<file path="src/rtl/pc_seq_pkg.sv">
// rtl/pc_seq_pkg.sv - shared types and widths for the PC sequencer
package pc_seq_pkg;

    localparam int PC_ADDR_W = 6;

    typedef enum logic [2:0] {
        OP_NONE = 3'd0,
        OP_JMP  = 3'd1,
        OP_BRZ  = 3'd2,
        OP_BRNZ = 3'd3,
        OP_CALL = 3'd4,
        OP_RET  = 3'd5
    } op_e;

    typedef enum logic [1:0] {
        RUN    = 2'd0,
        SHADOW = 2'd1,
        HALT   = 2'd2
    } state_e;

endpackage

</file>
<file path="src/rtl/pc_sequencer_return_stack.sv">
// rtl/pc_sequencer_return_stack.sv - return-address LIFO; a push while full discards the oldest entry
module return_stack
    import pc_seq_pkg::*;
#(
    parameter int WIDTH = PC_ADDR_W,
    parameter int DEPTH = 4
) (
    input  logic             clk,
    input  logic             nReset,
    input  logic             push,
    input  logic             pop,
    input  logic [WIDTH-1:0] pushData,
    output logic             full,
    output logic             empty,
    output logic [WIDTH-1:0] top
);

    localparam int CNT_W = $clog2(DEPTH + 1);
    localparam int IDX_W = $clog2(DEPTH);

    logic [WIDTH-1:0] entries [DEPTH];
    logic [CNT_W-1:0] count;
    logic [CNT_W-1:0] topCnt;

    assign full   = (count == CNT_W'(DEPTH));
    assign empty  = (count == '0);
    assign topCnt = count - CNT_W'(1);
    assign top    = empty ? '0 : entries[topCnt[IDX_W-1:0]];

    // Entry 0 is the oldest; a full push shifts everything down one slot.
    always_ff @(posedge clk or negedge nReset) begin
        if (!nReset) begin
            count <= '0;
            for (int i = 0; i < DEPTH; i++) entries[i] <= '0;
        end else if (push) begin
            if (full) begin
                for (int i = 0; i < DEPTH - 1; i++) entries[i] <= entries[i + 1];
                entries[DEPTH - 1] <= pushData;
            end else begin
                entries[count[IDX_W-1:0]] <= pushData;
                count <= count + CNT_W'(1);
            end
        end else if (pop && !empty) begin
            count <= count - CNT_W'(1);
        end
    end

endmodule

</file>
<file path="src/rtl/pc_sequencer.sv">
// rtl/pc_sequencer.sv - next-address control for ProgramCounter with return stack; optional RAS_TRAP_EN traps stack errors into HALT
module pc_sequencer
    import pc_seq_pkg::*;
#(
    parameter int ADDR_W = PC_ADDR_W,
`ifdef RAS_TRAP_EN
    parameter logic [ADDR_W-1:0] TRAP_ADDR = 6'd63,
`endif
    parameter int RAS_DEPTH = 4
) (
    input  logic              clk,
    input  logic              nReset,
    input  logic              stall,
    input  logic [2:0]        op,
    input  logic [ADDR_W-1:0] target,
    input  logic              zero_flag,
    input  logic [ADDR_W-1:0] pc_cur,
    output logic              pc_we,
    output logic [ADDR_W-1:0] pc_addr,
    output logic              flush,
    output logic              ras_ovf,
    output logic              ras_unf
);

    state_e            state;
    state_e            nextState;
    logic              pushReq;
    logic              popReq;
    logic              ovfHit;
    logic              unfHit;
    logic              rasFull;
    logic              rasEmpty;
    logic [ADDR_W-1:0] rasTop;
    logic [ADDR_W-1:0] retAddr;

    assign retAddr = pc_cur + ADDR_W'(1);

    return_stack #(
        .WIDTH (ADDR_W),
        .DEPTH (RAS_DEPTH)
    ) u_ras (
        .clk      (clk),
        .nReset   (nReset),
        .push     (pushReq),
        .pop      (popReq),
        .pushData (retAddr),
        .full     (rasFull),
        .empty    (rasEmpty),
        .top      (rasTop)
    );

    // Next-address mux: hold on stall or HALT, redirect on taken ops, otherwise let the PC increment.
    always_comb begin
        pc_we     = 1'b0;
        pc_addr   = '0;
        nextState = state;
        pushReq   = 1'b0;
        popReq    = 1'b0;
        ovfHit    = 1'b0;
        unfHit    = 1'b0;
        case (state)
            RUN: begin
                if (stall) begin
                    pc_we   = 1'b1;
                    pc_addr = pc_cur;
                end else begin
                    case (op)
                        OP_JMP: begin
                            pc_we = 1'b1; pc_addr = target; nextState = SHADOW;
                        end
                        OP_BRZ: if (zero_flag) begin
                            pc_we = 1'b1; pc_addr = target; nextState = SHADOW;
                        end
                        OP_BRNZ: if (!zero_flag) begin
                            pc_we = 1'b1; pc_addr = target; nextState = SHADOW;
                        end
                        OP_CALL: begin
                            ovfHit = rasFull;
                            pc_we  = 1'b1;
`ifdef RAS_TRAP_EN
                            if (rasFull) begin
                                pc_addr = TRAP_ADDR; nextState = HALT;
                            end else begin
                                pushReq = 1'b1; pc_addr = target; nextState = SHADOW;
                            end
`else
                            pushReq   = 1'b1;
                            pc_addr   = target;
                            nextState = SHADOW;
`endif
                        end
                        OP_RET: begin
                            unfHit = rasEmpty;
                            pc_we  = 1'b1;
`ifdef RAS_TRAP_EN
                            if (rasEmpty) begin
                                pc_addr = TRAP_ADDR; nextState = HALT;
                            end else begin
                                popReq = 1'b1; pc_addr = rasTop; nextState = SHADOW;
                            end
`else
                            // An empty stack reads as address 0, which is the underflow target.
                            popReq    = !rasEmpty;
                            pc_addr   = rasTop;
                            nextState = SHADOW;
`endif
                        end
                        default: ;
                    endcase
                end
            end
            SHADOW: begin
                if (stall) begin
                    pc_we   = 1'b1;
                    pc_addr = pc_cur;
                end else begin
                    nextState = RUN;
                end
            end
            HALT: begin
                pc_we   = 1'b1;
                pc_addr = pc_cur;
            end
            default: nextState = RUN;
        endcase
        if (!nReset) begin
            pc_we   = 1'b0;
            pc_addr = '0;
        end
    end

    // State, flush pulse and sticky stack error flags.
    always_ff @(posedge clk or negedge nReset) begin
        if (!nReset) begin
            state   <= RUN;
            flush   <= 1'b0;
            ras_ovf <= 1'b0;
            ras_unf <= 1'b0;
        end else begin
            state <= nextState;
            flush <= (nextState == SHADOW) || (nextState == HALT && state != HALT);
            if (ovfHit) ras_ovf <= 1'b1;
            if (unfHit) ras_unf <= 1'b1;
        end
    end

endmodule

</file>
<file path="config.mk">
export PLATFORM = sky130hd
export DESIGN_NAME = pc_sequencer
export DESIGN_NICKNAME = d
export VERILOG_FILES = /design/src/rtl/pc_seq_pkg.sv /design/src/rtl/pc_sequencer_return_stack.sv /design/src/rtl/pc_sequencer.sv
export SDC_FILE = /design/constraint.sdc
export NUM_CORES = 1
export LEC_CHECK = 0
export CAP_MARGIN = 20
export CORE_ASPECT_RATIO = 1.75
export CORE_UTILIZATION = 55
export DETAILED_ROUTE_END_ITERATION = 8
export PLACE_DENSITY = 0.79
export SYNTH_ARGS = -nofsm -noshare
export SYNTH_HDL_FRONTEND = slang
export SYNTH_HIERARCHICAL = 1
export SYNTH_SLANG_ARGS = --single-unit
</file>
<file path="constraint.sdc">
create_clock -name clk -period 3.15 [get_ports clk]
set_input_delay 0.4725 -clock clk [delete_from_list [all_inputs] [get_ports clk]]
set_output_delay 0.4725 -clock clk [all_outputs]
set_load 0.05 [all_outputs]
</file>
After elaboration in Yosys (flattened, before gate mapping)
Index checks and enable logic that the tools add are counted.
{"block": "totals", "register_bits": 32, "input_bits": 19, "wordCells": 83}
{"block": "op_classes", "n_addsub": 3, "order_cmp": 3, "eq_ne": 12, "muxes": 43, "n_bitwise": 2, "reduce_logical": 11}
{"operator": "$mux W6", "n": 9}
{"operator": "$bwmux W24", "n": 1}
{"operator": "$mux W24", "n": 1}
{"operator": "$pmux W6 S4", "n": 1}
{"operator": "$pmux W6 S3", "n": 1}
{"operator": "$mux W1", "n": 17}
{"operator": "$bmux W6 S2", "n": 1}
{"operator": "$demux W6 S2", "n": 1}
{"operator": "$pmux W2 S3", "n": 2}
{"operator": "$eq A3 B3 Y1 const B", "n": 3}
{"operator": "$mux W3", "n": 3}
{"operator": "$mux W2", "n": 4}
{"operator": "$add A6 B1 Y6 const B", "n": 1}
{"operator": "$eq A3 B2 Y1 const B", "n": 2}
{"operator": "$ge A3 B3 Y1 const B", "n": 2}
{"operator": "$not A2 Y3", "n": 2}
{"operator": "$pmux W1 S3", "n": 2}
{"operator": "$eq A2 B1 Y1 const B", "n": 2}
{"operator": "$eq A2 B2 Y1 const B", "n": 2}
{"operator": "$ne A2 B2 Y1 const B", "n": 2}
{"operator": "$add A3 B1 Y3 const B", "n": 1}
{"operator": "$eq A3 B1 Y1 const B", "n": 1}
{"operator": "$logic_and A1 B1 Y1", "n": 3}
{"operator": "$logic_not A3 Y1", "n": 1}
{"operator": "other kinds (9)", "n": 9}

Logic depth before layout (Yosys ltp)
{"block": "depth", "depth_word": 10, "ltp_mapped": 9, "mapped_depth_nobuf": 8}

Hierarchy
The synthesis kept the hierarchy.
{"mod": "return_stack", "instances": 1, "cells_per_inst": 162, "area_each_um2": 1702.9}
{"mod": "pc_sequencer", "instances": 1, "cells_per_inst": 70, "area_each_um2": 544.3}

Worst setup path after synthesis
OpenSTA, ideal clock, no wires.
{"block": "synth_timing", "path_type": "register -> output", "from": "register u_ras.count[0]", "to": "output pc_addr[4]", "arrival_ns": 2.648, "t_required_ns": 2.677, "slack_ns": 0.030, "path_stages_with_launch": 10, "path_cell_list": "dfrtp_1 buf_2 inv_1 ha_1 buf_2 mux4_2 and2_1 and3_1 o22ai_1 o22ai_1"}
{"block": "synth_between", "elab_chain_cells": 10, "elab_cells_between_ends": 11}
{"item": "start, declared", "line": "pc_sequencer_return_stack.sv:22", "text": "logic [CNT_W-1:0] count;"}
{"item": "start signal, assigned", "line": "pc_sequencer_return_stack.sv:41", "text": "count <= count + CNT_W'(1);"}
{"item": "start signal, assigned", "line": "pc_sequencer_return_stack.sv:44", "text": "count <= count - CNT_W'(1);"}
{"item": "$sub A3 B1 Y3", "line": "pc_sequencer_return_stack.sv:27", "text": "assign topCnt = count - CNT_W'(1);"}
{"item": "via u_ras.topCnt[0]", "line": "pc_sequencer_return_stack.sv:23", "text": "logic [CNT_W-1:0] topCnt;"}
{"item": "$not A2 Y3 (not written as such)", "line": "pc_sequencer_return_stack.sv:28", "text": "assign top = empty ? '0 : entries[topCnt[IDX_W-1:0]];"}
{"item": "$bmux W6 S2", "line": "pc_sequencer_return_stack.sv:28"}
{"item": "$mux W6 (not written as such) (2 in series)", "line": "pc_sequencer_return_stack.sv:28"}
{"item": "$mux W6", "line": "pc_sequencer_return_stack.sv:28"}
{"item": "via rasTop[4]", "line": "pc_sequencer.sv:33", "text": "logic [ADDR_W-1:0] rasTop;"}
{"item": "$pmux W6 S4", "line": "pc_sequencer.sv:67", "text": "case (op)"}
{"item": "$mux W6", "line": "pc_sequencer.sv:63", "text": "if (stall) begin"}
{"item": "$pmux W6 S3", "line": "pc_sequencer.sv:61", "text": "case (state)"}
{"item": "$mux W6", "line": "pc_sequencer.sv:126", "text": "if (!nReset) begin"}
{"item": "end, declared", "line": "pc_sequencer.sv:19", "text": "output logic [ADDR_W-1:0] pc_addr,"}
The timed path passes the listed nets, and every way through them passes these cells. The select of a mux whose other input is x is not followed.

Final worst setup path
{"block": "layout_timing", "from": "register u_ras.count[1]", "to": "output pc_addr[4]"}
{"block": "layout_between", "elab_chain_cells": 10, "elab_cells_between_ends": 11}
{"item": "$sub A3 B1 Y3", "line": "pc_sequencer_return_stack.sv:27"}
{"item": "$not A2 Y3 (not written as such)", "line": "pc_sequencer_return_stack.sv:28"}
{"item": "$bmux W6 S2", "line": "pc_sequencer_return_stack.sv:28"}
{"item": "$mux W6 (not written as such) (2 in series)", "line": "pc_sequencer_return_stack.sv:28"}
{"item": "$mux W6 *", "line": "pc_sequencer_return_stack.sv:28"}
{"item": "via rasTop[4]", "line": "pc_sequencer.sv:33"}
{"item": "$pmux W6 S4 *", "line": "pc_sequencer.sv:67"}
{"item": "$mux W6 *", "line": "pc_sequencer.sv:63"}
{"item": "$pmux W6 S3 *", "line": "pc_sequencer.sv:61"}
{"item": "$mux W6 *", "line": "pc_sequencer.sv:126"}
Mark *: on every way through the listed nets, which the timed path passes. The rest lies on a longest branch. The select of a mux whose other input is x is not followed.

==> impl_metrics.py <==
metrics = {
    "status": {
        "outcome": "complete, no violations",
    },
    "logic_synthesis": {
        "yosysTopAreaCell": "dfrtp_1",
        "synthMuxAreaShare_pct": 14.7,
        "yosysSeqAreaShare_pct": 35.6,
        "synthTopCellsByCount": "dfrtp_1, o21ai_0, nand2_1",
        "yosys.area_share.adder_pct": 5.01,
        "synth_compound_area_share_pct": 21.0,
        "synth_area_leaders": "dfrtp_1, mux4_2, mux2_2",
        "synth_simple_gate_area_share_pct": 16.4,
        "synth_top_family_by_area": "compound AO/OA/AOI/OAI gates",
        "syn_inst": 232,
        "syn_area_um2": 2250,
        "yosysWarningCount": 6,
        "ys.flop_type": "dfrtp_1",
        "yosysUniqueCellTypes": 41,
        "ys_seq_elements": 32,
        "synth_edf_count": 0,
        "synthArstFlopShare_pct": 100,
        "synth_nets": 260,
        "yosysTopAreaCellShare_pct": 35.6,
        "synth_xor_area_share_pct": 1.95,
        "avgSynthCellArea_um2": 9.69,
        "synthMostInstantiatedCell": "dfrtp_1",
    },
    "global_routing": {
        "grt_start_max_net_pins": 28,
        "grt_pass1_vias": 1920,
        "grt-ovfl-total": 0,
        "grt_pass1_wl_um": 9290,
        "top_usage_layer": "met2",
        "antenna_found_initial": 0,
        "grt.met2_usage_pct": 51.4,
        "grt_use_met3_pct": 4.74,
        "use_met1_pct": 33.4,
        "grt_util_all_layers_pct": 28.3,
    },
    "cells_and_area": {
        "syn_to_final_growth_pct": 23.6,
        "fin_cells": 314,
        "diodes": 0,
        "fin_nets": 293,
        "drive_above_1_share_pct": 19.9,
    },
    "power": {
        "vdd_ir_drop_max_uv": 617,
        "power.density_nw_per_um2": 729,
        "p_leak_uw": 0.00120,
    },
    "placement": {
        "dp_hpwl_um": 3970,
        "dp.cells": 304,
        "place_congestion": 0.852,
        "io_buffers": 28,
    },
    "clock_network": {
        "clk_latency_ns": 0.29,
        "cts_buffer_depth": 2,
        "clk_pin_slew_ns": 0.07,
        "clock_sinks": 32,
        "cts_buffers": 5,
        "cts-hold-fix-buffers": 0,
        "htree_levels": 2,
        "cts-root-buf": "clkbuf_8",
        "cts_tree": "yes",
    },
    "flow_run": {
        "drv_cap": 0,
    },
    "floorplanning": {
        "core_area_um2": 3900,
        "fp.dieH_um": 86.6,
        "dieArea_um2": 4360,
        "io_pins": 29,
        "die_w_um": 50.3,
        "initial_core_util_pct": 57.6,
        "row_count": 30,
    },
    "setup_path": {
        "cp.required_ns": 2.68,
        "path_class": "reg2out",
        "cp_data_arrival_time_ns": 2.51,
        "reg2reg_from": "u_ras/count[0]$_DFFE_PN0P_",
        "crit_buf_inv": 2,
        "cp_common_cell": "o22ai_1",
        "rr_endpoint": "u_ras/entries[13]$_DFFE_PN0P_",
        "ff2ff_setup_slack_ns": 0.87,
        "timing.critical_path.to_type": "primary output",
        "crit_slowest_cell": "mux4_2",
        "slowest_delay_ns": 0.51,
        "crit_family": "multiplexers",
        "cp_cell_sequence": "inv_1 > ha_2 > mux4_2 > and2_1 > and3_1 > o22ai_1 > o22ai_1 > buf_12",
        "setup.worst_path.start_class": "flip-flop",
        "r2r_cells": 6,
        "worstPathMaxFanout": 4,
    },
    "timing": {
        "finalCriticalPeriod_ns": 2.98,
        "fmax_mhz": 335,
        "setup_violations": 0,
        "fin_skew_ns": 0.00696,
        "finalCritPeriodShare_pct": 94.8,
        "hold_violations": 0,
        "slew_headroom_pct": 52.5,
        "fin_tns_setup_ns": 0,
        "max_slew.worst_pin.slew_ns": 0.713,
        "rsz0062_at_grt": "no",
        "whs_ns": 0.468,
        "maxSlewViolCount": 0,
    },
    "drt": {
        "drc": 0,
        "drt_iter0_drc": 53,
        "detail_route.first_pass.iterations": 4,
        "routed_via_density": 6.16,
        "ant_nets": 0,
        "wirelength_um": 5440,
        "avgRoutedWirePerCell_um": 17.3,
        "vias": 1933,
    },
    "hold_path": {
        "whs_path_depth": 1,
        "holdPathEnd": "ras_ovf$_DFFE_PN0P_",
        "hold_class": "reg2reg",
        "min-delay-start": "ras_ovf$_DFFE_PN0P_",
    },
}
[what timing repair did]
item	in CTS	in global routing
resized for setup	1	1
gates cloned	0	0
setup buffers	0	2
endpoints found under the setup margin	1	2
pin swaps	0	0
[cell usage in the layout (no fill, tap or decap), types with 9 or more instances in the layout]
cell type | netlist | layout
o22ai_1 | 13 | 13
buf_4 | 2 | 11
nand3_1 | 15 | 15
nor2_1 | 13 | 13
mux2_2 | 11 | 11
clkdlybuf4s50_1 | 0 | 21
dfrtp_1 | 32 | 31
o21ai_0 | 22 | 22
a21oi_1 | 9 | 9
nand2_1 | 19 | 19
[cells by family (layout without fill, tap and decap cells)]
group | count (synthesis) | after routing
and+or+nand+nor | 72 | 72
buffers and inverters | 20 | 54
xor gates and xnor gates | 5 | 5
AOI/OAI and AO/OA | 70 | 70
DFF | 32 | 32
adders and majority gates | 9 | 9
muxes | 24 | 24
[cell type report]
| type | instances | area (um2) |
|---|---|---|
| multi-input combinational | 180 | 1330 |
| fill | 316 | 1130 |
| sequential | 32 | 802 |
| timing repair buffer | 39 | 433 |
| clock buffer | 7 | 96.3 |
| tap | 48 | 60.1 |
| clock inverter | 1 | 30.0 |
| inverter | 7 | 26.3 |
[metal layers]
metal  wire length [um]  vias up
li1                   -      915
met3                236        9
met4                 95        0
met2               2960       60
met5                  0        -
met1               2140      949
[registers in the layout, summed over array words and instances, names as in the netlist]
signal         cells
ras_unf            1
state              2
ras_ovf            1
u_ras/entries     24
flush              1
u_ras/count        3
[stage by stage]
| step | worst slack (ns) | area, um2 | total power (uW) | util [%] |
|---|---|---|---|---|
| 6_report | 0.165 | 2780 | 2030 | 71.2 |
| 4_1_cts | 0.0624 | 2760 | 2020 | 70.7 |
| 2_1_floorplan | 0.0297 | 2250 | 1320 | - |
| 3_5_place_dp | 0.297 | 2630 | 1580 | 67.4 |
| 5_1_grt | 0.0484 | 2780 | 2140 | 71.2 |
| 3_3_place_gp | 0.371 | 2630 | 1550 | 67.4 |
[worst max-delay path by stage]
stage,cells past startpoint,endpoint,start,slack [ns]
after floorplan,9,pc_addr[4],u_ras/count[0]$_DFFE_PN0P_,0.03
after global placement,8,pc_addr[4],u_ras/count[1]$_DFFE_PN0P_,0.37
after detailed placement,8,pc_addr[4],u_ras/count[1]$_DFFE_PN0P_,0.30
after CTS,8,pc_addr[4],u_ras/count[1]$_DFFE_PN0P_,0.06
after global routing,8,pc_addr[4],u_ras/count[0]$_DFFE_PN0P_,0.05
final,8,pc_addr[4],u_ras/count[1]$_DFFE_PN0P_,0.17
[worst reg2reg max path, stage by stage, from the launching register on]
cell,delay [ns]
dfrtp_1,0.38
inv_1,0.17
ha_2,0.22
buf_4,0.24
and2_1,0.63
o21ai_4,0.19
mux2_1,0.34
[report_power, final]
group / total [uW] / internal, uW / switching [uW]
Sequential: 626 / 536 / 90.5
Combinational: 973 / 430 / 543
Clock: 426 / 279 / 147
Total: 2030 / 1240 / 781
No activity file was read; power rests on OpenSTA's default activity.
